`src/rtl/fifo_async_wr_side.sv`:
```
// Enqueue-domain half of a dual-clock FIFO: owns the write pointer, drives the shared RAM
// write port, publishes a Gray write pointer and tracks occupancy against a synced read pointer.
module fifo_async_wr_side #(
    parameter int unsigned DataSize   = 8,
    parameter int unsigned AddrSize   = 3,
    parameter int unsigned SyncStages = 2,
    parameter int unsigned AfullLevel = 6
) (
    input  logic                enq_clk,
    input  logic                rst_n,
    input  logic [DataSize-1:0] enq_data_i,
    input  logic                enq_valid_i,
    output logic                enq_ready_o,
    input  logic                flush_i,
    input  logic [AddrSize:0]   rd_ptr_gray_i,
    output logic [AddrSize:0]   wr_ptr_gray_o,
    output logic                mem_we_o,
    output logic [AddrSize-1:0] mem_waddr_o,
    output logic [DataSize-1:0] mem_wdata_o,
    output logic                full_o,
    output logic                almost_full_o,
    output logic [AddrSize:0]   wr_level_o,
    output logic                ptr_err_o
);

    localparam int unsigned PtrW = AddrSize + 1;
    localparam logic [PtrW-1:0] DepthP = PtrW'(2 ** AddrSize);
    localparam logic [PtrW-1:0] AfullP = PtrW'(AfullLevel);

    function automatic logic [PtrW-1:0] gray2bin(input logic [PtrW-1:0] g);
        logic [PtrW-1:0] b;
        b[PtrW-1] = g[PtrW-1];
        for (int i = int'(PtrW) - 2; i >= 0; i--) begin
            b[i] = b[i+1] ^ g[i];
        end
        return b;
    endfunction

    logic [PtrW-1:0] wr_bin_q, wr_bin_d;
    logic [PtrW-1:0] wr_gray_q, wr_gray_d;
    logic [PtrW-1:0] sync_q [SyncStages];
    logic            ptr_err_q, ptr_err_d;
    logic            active_q;

    logic [PtrW-1:0] rd_bin_s;
    logic [PtrW-1:0] level;
    logic            full;
    logic            overflow;
    logic            ready;
    logic            push;

    // active_q is cleared asynchronously so a write in flight is dropped the instant reset hits,
    // and acceptance resumes on the first edge after release.
    always_ff @(posedge enq_clk or negedge rst_n) begin
        if (!rst_n) begin
            active_q <= 1'b0;
        end else begin
            active_q <= 1'b1;
        end
    end

    always_ff @(posedge enq_clk or negedge rst_n) begin
        if (!rst_n) begin
            wr_bin_q  <= '0;
            wr_gray_q <= '0;
            ptr_err_q <= 1'b0;
        end else if (flush_i) begin
            wr_bin_q  <= '0;
            wr_gray_q <= '0;
            ptr_err_q <= 1'b0;
        end else begin
            wr_bin_q  <= wr_bin_d;
            wr_gray_q <= wr_gray_d;
            ptr_err_q <= ptr_err_d;
        end
    end

    always_ff @(posedge enq_clk or negedge rst_n) begin
        if (!rst_n) begin
            for (int i = 0; i < int'(SyncStages); i++) begin
                sync_q[i] <= '0;
            end
        end else if (flush_i) begin
            for (int i = 0; i < int'(SyncStages); i++) begin
                sync_q[i] <= '0;
            end
        end else begin
            sync_q[0] <= rd_ptr_gray_i;
            for (int i = 1; i < int'(SyncStages); i++) begin
                sync_q[i] <= sync_q[i-1];
            end
        end
    end

    always_comb begin
        rd_bin_s = gray2bin(sync_q[SyncStages-1]);
        level    = wr_bin_q - rd_bin_s;
        full     = (level == DepthP);
        // A level beyond depth means the two pointers disagree; refuse writes until flushed.
        overflow = (level > DepthP);
        ready    = active_q & ~flush_i & ~full & ~overflow;
        push     = enq_valid_i & ready;
    end

    always_comb begin
        wr_bin_d  = push ? wr_bin_q + PtrW'(1) : wr_bin_q;
        wr_gray_d = wr_bin_d ^ (wr_bin_d >> 1);
        ptr_err_d = ptr_err_q | overflow;
    end

    always_comb begin
        enq_ready_o   = ready;
        mem_we_o      = push;
        mem_waddr_o   = wr_bin_q[AddrSize-1:0];
        mem_wdata_o   = enq_data_i;
        wr_ptr_gray_o = wr_gray_q;
        full_o        = full;
        almost_full_o = (level >= AfullP);
        wr_level_o    = level;
        ptr_err_o     = ptr_err_q;
    end

    a_no_write_when_full: assert property (
        @(posedge enq_clk) disable iff (!rst_n) mem_we_o |-> !full_o
    );

    a_gray_single_step: assert property (
        @(posedge enq_clk) disable iff (!rst_n) !flush_i |-> $onehot0(wr_gray_d ^ wr_gray_q)
    );

endmodule
```
`config.mk`:
```
export PLATFORM = sky130hd
export DESIGN_NAME = fifo_async_wr_side
export DESIGN_NICKNAME = d
export VERILOG_FILES = /design/src/rtl/fifo_async_wr_side.sv
export SDC_FILE = /design/constraint.sdc
export NUM_CORES = 1
export LEC_CHECK = 0
export BUFFER_PORTS_ARGS = -buffer_cell sky130_fd_sc_hd__buf_4
export CORE_MARGIN = 4
export CORE_UTILIZATION = 30
export DETAILED_ROUTE_END_ITERATION = 6
export GPL_TIMING_DRIVEN = 0
export PLACE_DENSITY = 0.61
export SYNTH_ARGS = -nofsm -noshare
export SYNTH_HDL_FRONTEND = slang
export SYNTH_SLANG_ARGS = --single-unit
export TNS_END_PERCENT = 30
```
`constraint.sdc`:
```
create_clock -name enq_clk -period 2.5 [get_ports enq_clk]
set_input_delay 0 -clock enq_clk [delete_from_list [all_inputs] [get_ports enq_clk]]
set_output_delay 0 -clock enq_clk [all_outputs]
set_load 0.02 [all_outputs]
```
Word level (Yosys, flattened, before mapping)

Cells that the tools add are included.

Equality and inequality tests: 1
Bitwise gates (word level): 12
Magnitude comparators: 2
Muxes and demuxes: 5
Add/sub/neg operators: 2

Operator list:

| kind                                                 | count |
|---|---|
| two-way mux 4 bit                                    | 3 |
| two-way mux 8 bit                                    | 1 |
| adder 4 x 1 -> 4 bit, second input constant          | 1 |
| bitwise AND 1 bit                                    | 4 |
| == test 4 bit, second input constant                 | 1 |
| >= comparator 4 x 3 -> 1 bit, second input constant  | 1 |
| greater-than comparator 4 bit, second input constant | 1 |
| subtractor 4 bit                                     | 1 |
| XOR 4 x 3 -> 4 bit                                   | 1 |
| inverter 1 bit                                       | 3 |
| XOR 1 bit                                            | 3 |
| two-way mux 1 bit                                    | 1 |
| bitwise OR 1 bit                                     | 1 |

Flip-flop bits (word level): 18
Input port bits: 16
Word-level logic and storage cells: 28

Logic depth before layout (Yosys ltp)

Depth after elaboration: 12
Gate-level depth with buffers: 9

Worst setup path after synthesis

Ideal clock, no wire load.

Path type: register to register
Start point: register sync_q (netlist bit rd_bin_s[3])
End point: register wr_gray_q[1] (netlist: wr_ptr_gray_o[1])
Setup time: 0.124 ns
Arrival time: 2.215 ns
Setup slack: 0.162 ns
Cell stages (with the launch flop): 9
Path through: dfrtp_1 -> xnor2_1 -> xor2_1 -> xnor2_1 -> ha_1 -> and3b_1 -> o211ai_2 -> nand2_1 -> a211o_1

Cells in the longest elaborated chain, start to end: 12
Elaborated cells between the ends (all ways): 14

Ends and longest elaborated chain:

| what                                                                                  | RTL line | RTL |
|---|---|---|
| from (decl)                                                                           | 41       | `logic [PtrW-1:0] sync_q [SyncStages];` |
| from (signal, indexed assignment)                                                     | 90       | `sync_q[i] <= sync_q[i-1];` |
| XOR 1 bit (3 in series)                                                               | 34       | `b[i] = b[i+1] ^ g[i];` |
| subtractor 4 bit *                                                                    | 97       | `level = wr_bin_q - rd_bin_s;` |
| parallel branches: the longest is 3 deep, another holds greater-than comparator 4 bit | -        |  |
| bitwise AND 1 bit *                                                                   | 101      | `ready = active_q & ~flush_i & ~full & ~overflow;` |
| bitwise AND 1 bit *                                                                   | 102      | `push = enq_valid_i & ready;` |
| via mem_we_o                                                                          | 17       | `output logic mem_we_o,` |
| two-way mux 4 bit *                                                                   | 106      | `wr_bin_d = push ? wr_bin_q + PtrW'(1) : wr_bin_q;` |
| XOR 4 x 3 -> 4 bit *                                                                  | 107      | `wr_gray_d = wr_bin_d ^ (wr_bin_d >> 1);` |
| two-way mux 4 bit *                                                                   | 67       | `end else if (flush_i) begin` |
| to (signal assigned)                                                                  | 73       | `wr_gray_q <= wr_gray_d;` |
| to (decl)                                                                             | 40       | `logic [PtrW-1:0] wr_gray_q, wr_gray_d;` |

Mark *: on every way through the listed nets, which the timed path passes.

Worst setup path after layout

Start point: register sync_q (netlist bit rd_bin_s[3])
End point: output port enq_ready_o

Cells in the longest elaborated chain, start to end: 8
Elaborated cells between the ends (all ways): 10

Ends and longest elaborated chain:

| what                                                                                  | RTL line | RTL |
|---|---|---|
| XOR 1 bit (3 in series)                                                               | 34       |  |
| subtractor 4 bit *                                                                    | 97       |  |
| parallel branches: the longest is 3 deep, another holds greater-than comparator 4 bit | -        |  |
| bitwise AND 1 bit *                                                                   | 101      |  |
| to (decl)                                                                             | 13       | `output logic enq_ready_o,` |

Mark *: on every way between the ends.

==> results.tsv <==
stage	metric	value	unit
logic_synthesis	top cells by area, synth	dfrtp_1 (40%), buf_4 (5.6%), ha_1 (4.7%), nor2b_1 (4.7%), xor2_1 (4.1%)	
route	vias	952	
finish	fill count	342	
logic_synthesis	Mapped Avg Cell Area	9.63	um^2
route	DR pass1 iterations	4	
finish	area grow syn2layout	39.8	%
finish	Post-Layout Cell Count	199	
placed_design	dpl cells	187	
finish	Layout Utilization	0.441	
worst_hold_path	Min-Delay Path Class	input port to async pin	
logic_synthesis	Post-synth top cells	dfrtp_1 (17), buf_4 (8), nand2_1 (8), nor2b_1 (8), inv_1 (7)	
cts	clock slew at the register clock pins of the worst setup and hold paths	0.11	ns
timing	RSZ-0062 raised after global routing	true	
logic_synthesis	area share of the largest cell type after synthesis	0.398	
global_routing	vias in the first global route	918	
route	Wirelength per Cell	12.7	um
logic_synthesis	Async S/R FF share, synth	1.00	
finish	area of the multi-input gates	563	um^2
critical_path	CP startpoint	rd_bin_s[3]	
placed_design	HPWL Detailed	1870	um
logic_synthesis	number of flops mapped to enable cells by yosys	0	
cts	CTS tree	built	
global_routing	GRT overflow	0	
placed_design	placed cell area	1350	um^2
logic_synthesis	Synth Net Count	132	
placed_design	gpl congestion	0.826	
die	core area	3390	um^2
logic_synthesis	register area share after synthesis	0.398	
finish	Finished Cell Area	1490	um^2
critical_path	worst-case reg-to-reg path depth	8	
cts	CTS Buffer Depth	2	
power_and_ir_drop	PD cells	465	nW/um^2
die	Ports	40	
timing	f_max	416	MHz
global_routing	largest net degree at the start of global routing	18	
die	die height	67.7	um
logic_synthesis	Yosys reg bits	17	
cts	root buffer cell	clkbuf_4	
die	die area	4580	um^2
critical_path	CP Launch Type	register	
timing	Worst-Margin Slew	0.607	ns
die	Starting Density	0.315	
die	Die Span X	67.7	um
logic_synthesis	most numerous cell in the Yosys netlist	dfrtp_1	
route	DRC Markers	0	
timing	Final min period	2.40	ns
finish	antenna cells	0	
global_routing	first-pass GRT wire length	3930	um
timing	Final period util	0.961	
logic_synthesis	cell taking the most area after synthesis	dfrtp_1	
cts	Clock Latency Late Sink	0.30	ns
outcome	status	finished, final reports clean	
critical_path	critical path arrival	2.40	ns
critical_path	critical path required time	2.50	ns
power_and_ir_drop	static leakage	0.000742	uW
power_and_ir_drop	Peak VDD IR	0.396	mV
logic_synthesis	Synth Instances	111	
die	Rows	21	
critical_path	Setup CP Type	register to output port	
timing	# setup viols final	0	
timing	final slew viol count	0	
cts	CTS H-tree lvls	1	
finish	Final #Nets	175	
logic_synthesis	Synth Flop Type	dfrtp_1	
critical_path	Critical Path Sink	enq_ready_o	
timing	clk_skew	0.00193	ns
route	DR iter-0 viols	42	
critical_path	RR Startpoint	rd_bin_s[3]	
timing	setup TNS	0	ns
route	vias per inst	4.78	
critical_path	critical path capture point type	output port	
finish	FF/Latch Area	427	um^2
global_routing	Global Route Usage Sum	0.114	
route	Total Wirelength	2540	um
placed_design	PortBufs	30	
logic_synthesis	Netlist Area Pre-Place	1070	um^2
logic_synthesis	count of cell types in the netlist	33	
logic_synthesis	Warnings, synthesis	0	
critical_path	Worst R2R Setup Slack	0.16	ns
job	maxcap violations	0	
global_routing	initial antenna violation count	0	
timing	Max-slew headroom	0.593	
route	post-route ant nets	0	
cts	Clock Sinks	17	
finish	layout cells sized above 1	0.379	
timing	Hold Slack	0.0932	ns
cts	total CTS buffers	3	
timing	Final Hold Vio Count	0	
critical_path	CP Max Fanout	4	
critical_path	reg2reg end	wr_ptr_gray_o[1]	
[critical path, cell delays in order (launching register included)]
cell and delay, ns:
dfrtp_2 0.45, xnor2_2 0.17, xor2_1 0.23, xnor2_1 0.16
ha_2 0.23, and3b_2 0.26, o21ai_2 0.16, nand2_2 0.10
and3_1 0.19, buf_4 0.15
[sequential cells by signal, indices dropped and copies added, names as in the netlist]
register / flops
active_q: 1
ptr_err_o: 1
rd_bin_s: 1
sync_q: 7
wr_bin_q: 4
wr_ptr_gray_o: 3
[what timing repair did]
action | in CTS | in global routing
endpoints found under the hold margin | 21 | 0
resized for setup | 1 | 8
hold buffers | 6 | 0
pin swaps | 1 | 6
buffers inserted | 1 | 1
setup endpoints to repair | 7 | 9
[logic make-up (layout without fill, tap and decap cells)]
group	Yosys count	in the layout	share of synthesized area
xor+xnor	9	9	0.0738
other cells	1	1	0.00351
fa+ha+maj	5	5	0.0656
simple gates	37	37	0.198
compound gates	20	20	0.124
mux	3	3	0.0281
buf+inv	19	61	0.109
flops	17	17	0.398
[worst min-delay path by stage]
stage,start,slack [ns],cells after the start,endpoint
finish,rst_n,0.09,2,wr_ptr_gray_o[1]
CTS,rst_n,0.09,2,wr_ptr_gray_o[2]
global placement,rst_n,-0.13,1,wr_ptr_gray_o[0]
global route,rst_n,0.08,2,ptr_err_o
floorplan,rst_n,-0.30,0,active_q
detailed placement,rst_n,-0.12,1,wr_ptr_gray_o[1]
[layer usage]
layer,global-route usage,part of all wire,vias to the layer above
met5,0,0,-
met4,0.0380,0.021,0
met3,0.0316,0.069,8
met2,0.214,0.54,34
met1,0.120,0.37,457
li1,-,-,453
[cell usage in the layout (no fill, tap or decap), types with 2 or more instances in the layout]
| cell type | instances |
|---|---|
| nand2_1 | 7 |
| nand3b_1 | 2 |
| dlygate4sd3_1 | 6 |
| o2111ai_1 | 2 |
| inv_1 | 7 |
| mux2i_1 | 3 |
| xnor2_1 | 3 |
| buf_6 | 2 |
| a21oi_1 | 5 |
| dfrtp_1 | 16 |
| o21ai_0 | 4 |
| nor2_1 | 5 |
| xor2_1 | 4 |
| clkbuf_4 | 3 |
| nor2b_1 | 8 |
| o21ai_1 | 2 |
| buf_4 | 40 |
| ha_1 | 3 |
| nor3_1 | 2 |
| nand3_1 | 6 |
[through the flow]
step / setup WS [ns] / power [uW]
floorplan: 0.162 / 434
detailed placement: -0.0594 / 521
global route: -0.0452 / 741
global placement: -0.0443 / 518
CTS: 0.00434 / 692
finish: 0.0976 / 695
[area by class of cell]
class / count / area share
multi-input cells: 75 / 0.377
flip-flops and latches: 17 / 0.286
repair buffers: 38 / 0.201
plain buffers: 11 / 0.0578
well taps: 46 / 0.0385
inverters: 8 / 0.0201
clock buffers: 3 / 0.0151
clock inverters: 1 / 0.00503
[power breakdown]
group / leakage, uW / switching, uW / internal, uW
Combinational: 0.000503 / 133 / 111
Sequential: 0.000225 / 7.50 / 286
Clock: 0.0000139 / 96.5 / 60.9
No activity file was read; power rests on OpenSTA's default activity.
